$ cat config.mk
export PLATFORM = sky130hd
export DESIGN_NAME = dma_lite_cfg_writer
export DESIGN_NICKNAME = d
export VERILOG_FILES = /design/src/rtl/dma_lite_pkg.sv /design/src/rtl/axil_single_write.sv /design/src/rtl/dma_lite_cfg_writer.sv
export SDC_FILE = /design/constraint.sdc
export NUM_CORES = 1
export LEC_CHECK = 0
export ABC_AREA = 1
export CORE_ASPECT_RATIO = 1.25
export CORE_MARGIN = 1.5
export CORE_UTILIZATION = 35
export DETAILED_ROUTE_END_ITERATION = 8
export SYNTH_ARGS = -nofsm -noshare
export SYNTH_HDL_FRONTEND = slang
export SYNTH_SLANG_ARGS = --single-unit
$ cat constraint.sdc
create_clock -name clk -period 4.3 [get_ports clk]
set_input_delay 0.43 -clock clk [delete_from_list [all_inputs] [get_ports clk]]
set_output_delay 0.43 -clock clk [all_outputs]
set_load 0.05 [all_outputs]
$ cat src/rtl/dma_lite_pkg.sv
// dma_lite_pkg: AXI DMA S2MM register map, error codes and FSM state encodings
package dma_lite_pkg;
  localparam logic [11:0] REG_DMACR  = 12'h030;
  localparam logic [11:0] REG_DMASR  = 12'h034;
  localparam logic [11:0] REG_DA     = 12'h048;
  localparam logic [11:0] REG_LENGTH = 12'h058;
  localparam logic [31:0] DMACR_RS   = 32'h0000_0001;
  typedef enum logic [1:0] {
    ERR_NONE     = 2'd0,
    ERR_RESP     = 2'd1,
    ERR_ZERO_LEN = 2'd2,
    ERR_TIMEOUT  = 2'd3
  } err_code_e;
  localparam logic [4:0] S_IDLE = 5'b00001;
  localparam logic [4:0] S_SEND = 5'b00010;
  localparam logic [4:0] S_RESP = 5'b00100;
  localparam logic [4:0] S_KICK = 5'b01000;
  localparam logic [4:0] S_WAIT = 5'b10000;
endpackage

$ cat src/rtl/axil_single_write.sv
// axil_single_write: one AXI4-Lite AW/W/B write with registered channel outputs
module axil_single_write #(
  parameter int ADDR_W = 10
) (
  input  logic              clk,
  input  logic              rst,
  input  logic              req,
  input  logic [ADDR_W-1:0] addr,
  input  logic [31:0]       data,
  output logic [ADDR_W-1:0] awaddr,
  output logic              awvalid,
  input  logic              awready,
  output logic [31:0]       wdata,
  output logic [3:0]        wstrb,
  output logic              wvalid,
  input  logic              wready,
  input  logic [1:0]        bresp,
  input  logic              bvalid,
  output logic              bready,
  output logic              sent,
  output logic              done,
  output logic [1:0]        resp
);
  assign sent = (awvalid || wvalid) && (!awvalid || awready) && (!wvalid || wready);
  assign done = bready && bvalid;
  assign resp = bresp;
  always_ff @(posedge clk) begin
    if (rst) begin
      awaddr  <= '0;
      awvalid <= 1'b0;
      wdata   <= '0;
      wstrb   <= '0;
      wvalid  <= 1'b0;
      bready  <= 1'b0;
    end else begin
      if (req) begin
        awaddr  <= addr;
        awvalid <= 1'b1;
        wdata   <= data;
        wstrb   <= 4'hF;
        wvalid  <= 1'b1;
      end else begin
        if (awvalid && awready) begin
          awaddr  <= '0;
          awvalid <= 1'b0;
        end
        if (wvalid && wready) begin
          wdata  <= '0;
          wstrb  <= '0;
          wvalid <= 1'b0;
        end
      end
      if (sent) bready <= 1'b1;
      else if (done) bready <= 1'b0;
    end
  end
endmodule

$ cat src/rtl/dma_lite_cfg_writer.sv
// dma_lite_cfg_writer: programs DMACR, DA, LENGTH over AXI-Lite, then kicks the status poller
module dma_lite_cfg_writer
  import dma_lite_pkg::*;
#(
  parameter int ADDR_W      = 10,
  parameter int LEN_W       = 26,
  parameter int TIMEOUT_CYC = 1_000_000
) (
  input  logic              clk,
  input  logic              rst,
  input  logic              start,
  input  logic [31:0]       cfg_addr,
  input  logic [LEN_W-1:0]  cfg_len,
  output logic [ADDR_W-1:0] m_axi_lite_awaddr,
  output logic              m_axi_lite_awvalid,
  input  logic              m_axi_lite_awready,
  output logic [31:0]       m_axi_lite_wdata,
  output logic [3:0]        m_axi_lite_wstrb,
  output logic              m_axi_lite_wvalid,
  input  logic              m_axi_lite_wready,
  input  logic [1:0]        m_axi_lite_bresp,
  input  logic              m_axi_lite_bvalid,
  output logic              m_axi_lite_bready,
  output logic              poll_start,
  input  logic              dma_idle,
  output logic              busy,
  output logic              done,
  output logic              err,
  output logic [1:0]        err_code
);
  localparam int CW = $clog2(TIMEOUT_CYC + 1);
  logic [4:0]        state;
  logic [1:0]        idx;
  logic [31:0]       addr_q;
  logic [LEN_W-1:0]  len_q;
  logic [CW-1:0]     cnt;
  logic              go, nxt, req, sent, wr_done;
  logic [1:0]        wr_resp;
  logic [ADDR_W-1:0] req_addr;
  logic [31:0]       req_data;
  // the next write is chosen one cycle early so its valids are registered on SEND entry
  always_comb begin
    go       = state == S_IDLE && !busy && start && cfg_len != '0;
    nxt      = state == S_RESP && wr_done && wr_resp == 2'b00 && idx != 2'd2;
    req      = go || nxt;
    req_addr = go ? ADDR_W'(REG_DMACR) : idx == 2'd0 ? ADDR_W'(REG_DA) : ADDR_W'(REG_LENGTH);
    req_data = go ? DMACR_RS : idx == 2'd0 ? addr_q : 32'(len_q);
  end
  axil_single_write #(.ADDR_W(ADDR_W)) u_wr (
    .clk     (clk),
    .rst     (rst),
    .req     (req),
    .addr    (req_addr),
    .data    (req_data),
    .awaddr  (m_axi_lite_awaddr),
    .awvalid (m_axi_lite_awvalid),
    .awready (m_axi_lite_awready),
    .wdata   (m_axi_lite_wdata),
    .wstrb   (m_axi_lite_wstrb),
    .wvalid  (m_axi_lite_wvalid),
    .wready  (m_axi_lite_wready),
    .bresp   (m_axi_lite_bresp),
    .bvalid  (m_axi_lite_bvalid),
    .bready  (m_axi_lite_bready),
    .sent    (sent),
    .done    (wr_done),
    .resp    (wr_resp)
  );
  // busy lags the return to IDLE by one cycle so it covers the done/err exit cycle
  always_ff @(posedge clk) begin
    if (rst) begin
      state      <= S_IDLE;
      idx        <= '0;
      addr_q     <= '0;
      len_q      <= '0;
      cnt        <= '0;
      poll_start <= 1'b0;
      busy       <= 1'b0;
      done       <= 1'b0;
      err        <= 1'b0;
      err_code   <= ERR_NONE;
    end else begin
      poll_start <= 1'b0;
      done       <= 1'b0;
      busy       <= state != S_IDLE || go;
      case (state)
        S_IDLE:
          if (go) begin
            addr_q   <= cfg_addr;
            len_q    <= cfg_len;
            idx      <= '0;
            err      <= 1'b0;
            err_code <= ERR_NONE;
            state    <= S_SEND;
          end else if (start && !busy) begin
            err      <= 1'b1;
            err_code <= ERR_ZERO_LEN;
          end
        S_SEND:
          if (sent) state <= S_RESP;
        S_RESP:
          if (wr_done) begin
            if (wr_resp != 2'b00) begin
              err      <= 1'b1;
              err_code <= ERR_RESP;
              state    <= S_IDLE;
            end else if (idx == 2'd2) begin
              poll_start <= 1'b1;
              state      <= S_KICK;
            end else begin
              idx   <= idx + 2'd1;
              state <= S_SEND;
            end
          end
        S_KICK: begin
          cnt   <= '0;
          state <= S_WAIT;
        end
        S_WAIT:
          if (dma_idle) begin
            done  <= 1'b1;
            state <= S_IDLE;
          end else if (cnt == CW'(TIMEOUT_CYC - 1)) begin
            err      <= 1'b1;
            err_code <= ERR_TIMEOUT;
            state    <= S_IDLE;
          end else begin
            cnt <= cnt + 1'b1;
          end
        default: state <= S_IDLE;
      endcase
    end
  end
endmodule

* Word level (Yosys, flattened, before mapping)
Index checks and enable logic that the tools add are counted.
** Operators by class
- Mux-type cells :: 48
- Reductions and logical operators :: 37
- Equal/unequal tests :: 20
- Add/sub/neg operators :: 2
- Bitwise logic cells :: 3
** Operator list (number)
- 32-bit 2-to-1 mux :: 4
- 20-bit 2-to-1 mux :: 2
- 20-bit case mux with 2 select lines :: 1
- 5-bit 2-to-1 mux :: 6
- 26-bit nonzero test :: 1
- 5-bit case mux with 5 select lines :: 1
- 20-bit by 1-bit adder with 20-bit output (second input constant) :: 1
- 20-bit == test (second input constant) :: 1
- 10-bit 2-to-1 mux :: 2
- 2-bit 2-to-1 mux :: 10
- 2-bit inequality test (second input constant) :: 9
- 4-bit 2-to-1 mux :: 4
- 1-bit 2-to-1 mux :: 14
- 1-bit logical AND :: 12
- 2-bit nonzero test :: 6
- 7-bit 2-to-1 mux :: 1
- 2-bit case mux with 3 select lines :: 1
- 6-bit AND reduction :: 1
- 5-bit by 1-bit == test with 1-bit output (second input constant) :: 1
- 5-bit by 2-bit == test with 1-bit output (second input constant) :: 1
- 5-bit by 3-bit == test with 1-bit output (second input constant) :: 1
- 5-bit by 4-bit == test with 1-bit output (second input constant) :: 1
- 5-bit == test (second input constant) :: 1
- 1-bit logical OR :: 5
- 18 further kinds :: 23
** Storage, ports and cells
- Flip-flop bits (word level) :: 140
- Input port bits :: 67

* Longest topological paths before layout
- Word-level depth :: 6
- Gate-level depth with buffers :: 12

* Hierarchy
Synthesis repeated with hierarchy kept, for this count alone.
** Second synthesis, totals
- Cell total of the unflattened synthesis :: 868
- Area, all modules :: 6551.3 um^2
** Modules (own cells, without submodules)
- dma_lite_cfg_writer :: instances 1, sequential area each 1821.7 um^2, area an instance 4390.5 um^2, cells an instance 655
- axil_single_write :: instances 1, sequential area each 900.9 um^2, area an instance 2160.8 um^2, cells an instance 213

* Worst setup path after synthesis
OpenSTA, ideal clock, no wires.
- Path kind :: register to register
- Start :: register u_wr.bready
- End :: register u_wr.awaddr[5]
- Clock period less this slack :: 1645 ps
- Cell stages (with the launch flop) :: 7
- Setup slack :: 2655 ps
- Library setup time :: 128 ps
- Data arrival time :: 1518 ps
- Path through :: dfxtp_1 nand2_1 inv_1 nand4_4 clkbuf_1 a31oi_1 nor2_1
** On the way
- Cells in the longest elaborated chain, start to end :: 6
- Elaborated cells on any way between the ends :: 7
- Those cells by class :: mux: 1; reduce/logical: 6
** RTL lines
- start: declaration :: line axil_single_write.sv:19 : output logic bready,
- start signal: assignment :: line axil_single_write.sv:34 : bready <= 1'b0;
- start signal: assignment :: line axil_single_write.sv:53 : if (sent) bready <= 1'b1;
- start signal: assignment :: line axil_single_write.sv:54 : else if (done) bready <= 1'b0;
- 1-bit logical AND (*) :: line axil_single_write.sv:25 : assign done = bready && bvalid;
- 1-bit logical AND (*) (3 in a row) :: line dma_lite_cfg_writer.sv:44 : nxt = state == S_RESP && wr_done && wr_resp == 2'b00 && idx != 2'd2;
- 1-bit logical OR (*) :: line dma_lite_cfg_writer.sv:45 : req = go || nxt;
- 10-bit 2-to-1 mux / 2-bit nonzero test (equally long branches)
- end signal: assignment :: line axil_single_write.sv:37 : awaddr <= addr;
- end: declaration :: line axil_single_write.sv:10 : output logic [ADDR_W-1:0] awaddr,
Mark *: on every way between the ends. The rest lies on a longest branch, timed or not.
A chain may end at the register's enable or synchronous reset.

* Worst setup path after layout
- Start :: register state[2]
- End :: register len_q[6]
** On the way
- Cells in the longest elaborated chain, start to end :: 5
** RTL lines
- start: declaration :: line dma_lite_cfg_writer.sv:32 : logic [4:0] state;
- start signal: assignment :: line dma_lite_cfg_writer.sv:72 : state <= S_IDLE;
- start signal: assignment :: line dma_lite_cfg_writer.sv:94 : state <= S_SEND;
- start signal: assignment :: line dma_lite_cfg_writer.sv:100 : if (sent) state <= S_RESP;
- 5-bit by 1-bit == test with 1-bit output (*) :: line dma_lite_cfg_writer.sv:43, dma_lite_cfg_writer.sv:86
- 1-bit logical AND (3 in a row) :: line dma_lite_cfg_writer.sv:43 : go = state == S_IDLE && !busy && start && cfg_len != '0;
- 2-bit AND reduction (no line) (*)
- end signal: assignment :: line dma_lite_cfg_writer.sv:90 : len_q <= cfg_len;
- end: declaration :: line dma_lite_cfg_writer.sv:35 : logic [LEN_W-1:0] len_q;
Marked as above.

==> results.txt <==
The most common library cell in the layout ignoring fill and taps is sky130_fd_sc_hd__nor2_1. The number of setup buffers added after CTS is 0. The top fanout value on the critical path came out at 41. Clock tree synthesis selected as its root buffer the cell sky130_fd_sc_hd__clkbuf_16. After clock tree synthesis, the clock-pin slew on the worst setup and hold paths is ~60 ps. The total of endpoints with negative setup slack in the final report is 0.

The number of buffers inserted during clock tree synthesis came out at 17. The area of the mapped netlist came out at 5930 um^2. The combinational power share is just under 30%. The number of core rows came out at between 50 and 60. The insertion delay to the later sink of the worst-skew pair is around 420 ps. The clock network fraction of total power came out at between 30% and 40%.

The total power came out at between 4 and 5 mW. The via count of the first global-routing pass came out at ~5300. The largest clock skew in the final design came out at 6.18 ps. The detailed-routing iteration count for the pre-antenna-repair pass is 5. Cells with a size suffix above 1 make up 8.06% of the layout. Based on the critical path, the design can be clocked at up to roughly 0.37 GHz. In this run the deepest clock path goes through 2 buffers. The category of the critical setup timing path is reg2reg. In the final layout, the multi-input gates occupy ~2800 um^2. The max-slew violation count came to 0. The worst setup path is launched from a register. The share of total power in sequential cells came out at between 30 and 40%.

The final HPWL from detailed placement came out at between 10 and 15 mm. The sequential fraction of the synthesis area came out at a little over two fifths. The number of design rule violations left after detail routing is 0. The detailed-route wire length is 16.3 mm.

The count of pins on the block boundary is about 120. The number of I/O port buffers came out at ~120. In this run the remaining antenna-violating nets after routing total 0. The number of antenna violations at the first check in global routing came out at 0. The average via count per standard cell came out at just under 5. Power spread over the standard cell area amounts to between 500 and 600 nW/um^2.

The sequential cell area in the final layout is 2580 um^2. The number of vias in the routed layout came out at around 5600. The average wire per cell in the routed design is around 14 um. In this run the worst hold path is classified as reg2reg. The first global-routing pass estimated roughly 26 mm of wire. The mean instance size in the synthesized netlist came out at ~7.1 um^2. The pin slew with the least headroom to its limit is 931 ps. The die covers about 18000 um^2. The number of hold violations in the final report came out at 0. The synthesized instance count came out at 834.

The maximum level of the CTS H-tree came out at 4. The floorplan die height is ~150 um. After global routing the overflow that remains totals 0. TritonCTS built the clock tree. Routability-driven placement finished with a final weighted congestion of between 0.8 and 0.9.

The post-layout minimum cycle time is ~2700 ps. In this run, the number of DRC markers left after iteration 0 of detailed routing was 300. The number of fillers in the final layout came out at approximately 1700.

The run finished with clean final reports. The number of antenna cells inserted came out at 0. The area overhead of the layout relative to synthesis came out at 30.1%. VDD sags by at most 0.335 mV. Setup repair after global routing left no endpoint under its margin. The number of warnings printed during yosys synthesis came out at 0. The switching part of the total power came out at a little over a third. The CTS sink count is between 100 and 150. The pin count of the biggest net entering global routing came out at 65. The floorplan step set the die width to around 120 um. The post-synthesis register bit count is between 100 and 150. The normalized max-slew margin came out at 37.9%. For the worst setup path, the data arrival time is between 3000 and 4000 ps.

The endpoint required time on the critical path is ~4700 ps. The final setup TNS came out at 0 ps. The fraction of the cycle the final worst path needs is between 60% and 70%. The core region is approximately 17000 um^2. The post-cts sizing count came out at 0. In this run the biggest area consumer among cell types represents between 40% and 50% of the synthesized area. STA classifies the critical path endpoint as a register. Buffers inserted to repair hold after CTS numbered 0. The number of nets at the end of the flow is just under 1000. The biggest area consumer among synthesized cells is sky130_fd_sc_hd__dfxtp_1. The overall track demand over capacity in global routing is a little under a fifth. The switching component of the power is about 1.5 mW. The internal power contribution came out at ~2.8 mW. Across the run, the number of max-cap violations was 0. The effective utilization at floorplan is 35.5%. In the layout the commonest cells are sky130_fd_sc_hd__nor2_1 (162), sky130_fd_sc_hd__dfxtp_1 (129), sky130_fd_sc_hd__nand2_1 (128), sky130_fd_sc_hd__clkdlybuf4s50_1 (114), sky130_fd_sc_hd__a21oi_1 (78).

In this run the static leakage power is 2.87 nW. After synthesis, the netlist uses 35 different library cells. After synthesis, the cell types taking the most area are sky130_fd_sc_hd__dfxtp_1 (44%), sky130_fd_sc_hd__nor2_1 (10%), sky130_fd_sc_hd__nand2_1 (8.1%), sky130_fd_sc_hd__a21oi_1 (6.6%), sky130_fd_sc_hd__o21ai_0 (4.7%).
[worst paths after layout]
kind                               start                endpoint  slack [ps]  depth (start not counted)
setup / recovery   state[2]$_SDFFE_PP0P_   len_q[6]$_SDFFE_PP0P_        1610                          8
hold / removal    len_q[24]$_SDFFE_PP0P_  len_q[24]$_SDFFE_PP0P_         450                          2
setup reg to reg   state[2]$_SDFFE_PP0P_   len_q[6]$_SDFFE_PP0P_        1610                          8
hold reg to reg   len_q[24]$_SDFFE_PP0P_  len_q[24]$_SDFFE_PP0P_         450                          2
[registers in the layout (all words and copies together), names as in the netlist, 2 cells and up]
register,flops
addr_q,32
u_wr.wdata,32
len_q,26
cnt,20
state,5
u_wr.awaddr,3
err_code,2
idx,2
[critical path: stages (launching register included)]
cell,delay (ps)
sky130_fd_sc_hd__dfxtp_1,350
sky130_fd_sc_hd__nor2_2,180
sky130_fd_sc_hd__nand4_2,180
sky130_fd_sc_hd__nor3_2,280
sky130_fd_sc_hd__nand2_4,310
sky130_fd_sc_hd__inv_2,610
sky130_fd_sc_hd__buf_4,410
sky130_fd_sc_hd__o21ai_0,120
sky130_fd_sc_hd__a21oi_1,150
[kinds of logic (layout without fill, tap and decap cells)]
logic type	Yosys count	count (layout)	share of synthesized area (%)
and+or+nand+nor	398	398	29.6
AOI/OAI and AO/OA	168	168	15.4
DFF	129	129	43.5
buffers and inverters	126	218	9.45
xor gates and xnor gates	8	8	1.18
adders and majority gates	3	3	0.633
other	1	6	0.0632
muxes	1	1	0.169
[synth_stat cells]
master                     instances
sky130_fd_sc_hd__clkbuf_1         28
sky130_fd_sc_hd__nor2_1          162
sky130_fd_sc_hd__nand2_1         128
sky130_fd_sc_hd__o21ai_0          56
sky130_fd_sc_hd__nand4_4           1
sky130_fd_sc_hd__nor2_4            1
sky130_fd_sc_hd__nand4_2           1
sky130_fd_sc_hd__a31oi_1           2
sky130_fd_sc_hd__o31ai_1           1
sky130_fd_sc_hd__inv_2             6
sky130_fd_sc_hd__a21oi_1          78
sky130_fd_sc_hd__nor3_2            1
sky130_fd_sc_hd__or2_2            20
sky130_fd_sc_hd__nor4_1            1
sky130_fd_sc_hd__buf_4            19
sky130_fd_sc_hd__buf_2            13
sky130_fd_sc_hd__nand3_1          29
sky130_fd_sc_hd__nand3_2           1
sky130_fd_sc_hd__nor2_2            2
sky130_fd_sc_hd__ha_1              3
sky130_fd_sc_hd__o21ai_1           5
sky130_fd_sc_hd__mux2i_1           1
sky130_fd_sc_hd__clkinv_1          1
sky130_fd_sc_hd__buf_1             2
sky130_fd_sc_hd__dfxtp_1         129
sky130_fd_sc_hd__nand4_1          44
sky130_fd_sc_hd__nand2_2           3
sky130_fd_sc_hd__o211ai_1         25
sky130_fd_sc_hd__nor3_1            3
sky130_fd_sc_hd__xnor2_1           3
sky130_fd_sc_hd__o21a_1            1
sky130_fd_sc_hd__xor2_1            5
sky130_fd_sc_hd__and2_0            1
sky130_fd_sc_hd__conb_1            1
sky130_fd_sc_hd__inv_1            57
[through the flow]
step           instances  worst slack, ps  hold slack, ps  cell area [um^2]  util (%)
2_1_floorplan        839             2650             429              5950         -
3_5_place_dp        1119             1190             446              7110      42.6
4_1_cts             1151             1590             455              7720      46.2
5_1_grt             1151             1380             475              7720      46.2
3_3_place_gp        1119             1220             442              7110      42.6
6_report            1151             1610             455              7720      46.2
[layer usage]
metal | wire length (um) | part of all wire (%) | track usage (%)
met5 | 0 | 0 | 0
met1 | 7330 | 45 | 22.8
met4 | 318 | 1.9 | 6.79
met2 | 8050 | 49 | 31.9
met3 | 652 | 4.0 | 4.33
[area by class of cell]
cell class	instances	area share, %
Inverter	64	3.11
Clock buffer	18	5.56
Clock inverter	14	2.32
Tap cell	220	3.57
Sequential cell	129	33.5
Timing Repair Buffer	122	15.5
Multi-Input combinational cell	584	36.5
[power groups by stage]
stage | clock network [mW] | logic [mW] | registers [mW]
final | 1.49 | 1.26 | 1.55
after global routing | 1.57 | 1.41 | 1.58
after CTS | 1.51 | 1.28 | 1.55
after detailed placement | 0 | 1.28 | 1.58
after global placement | 0 | 1.26 | 1.57
after floorplan | 0 | 0.866 | 1.65
Power figures use the tool's default switching activity.
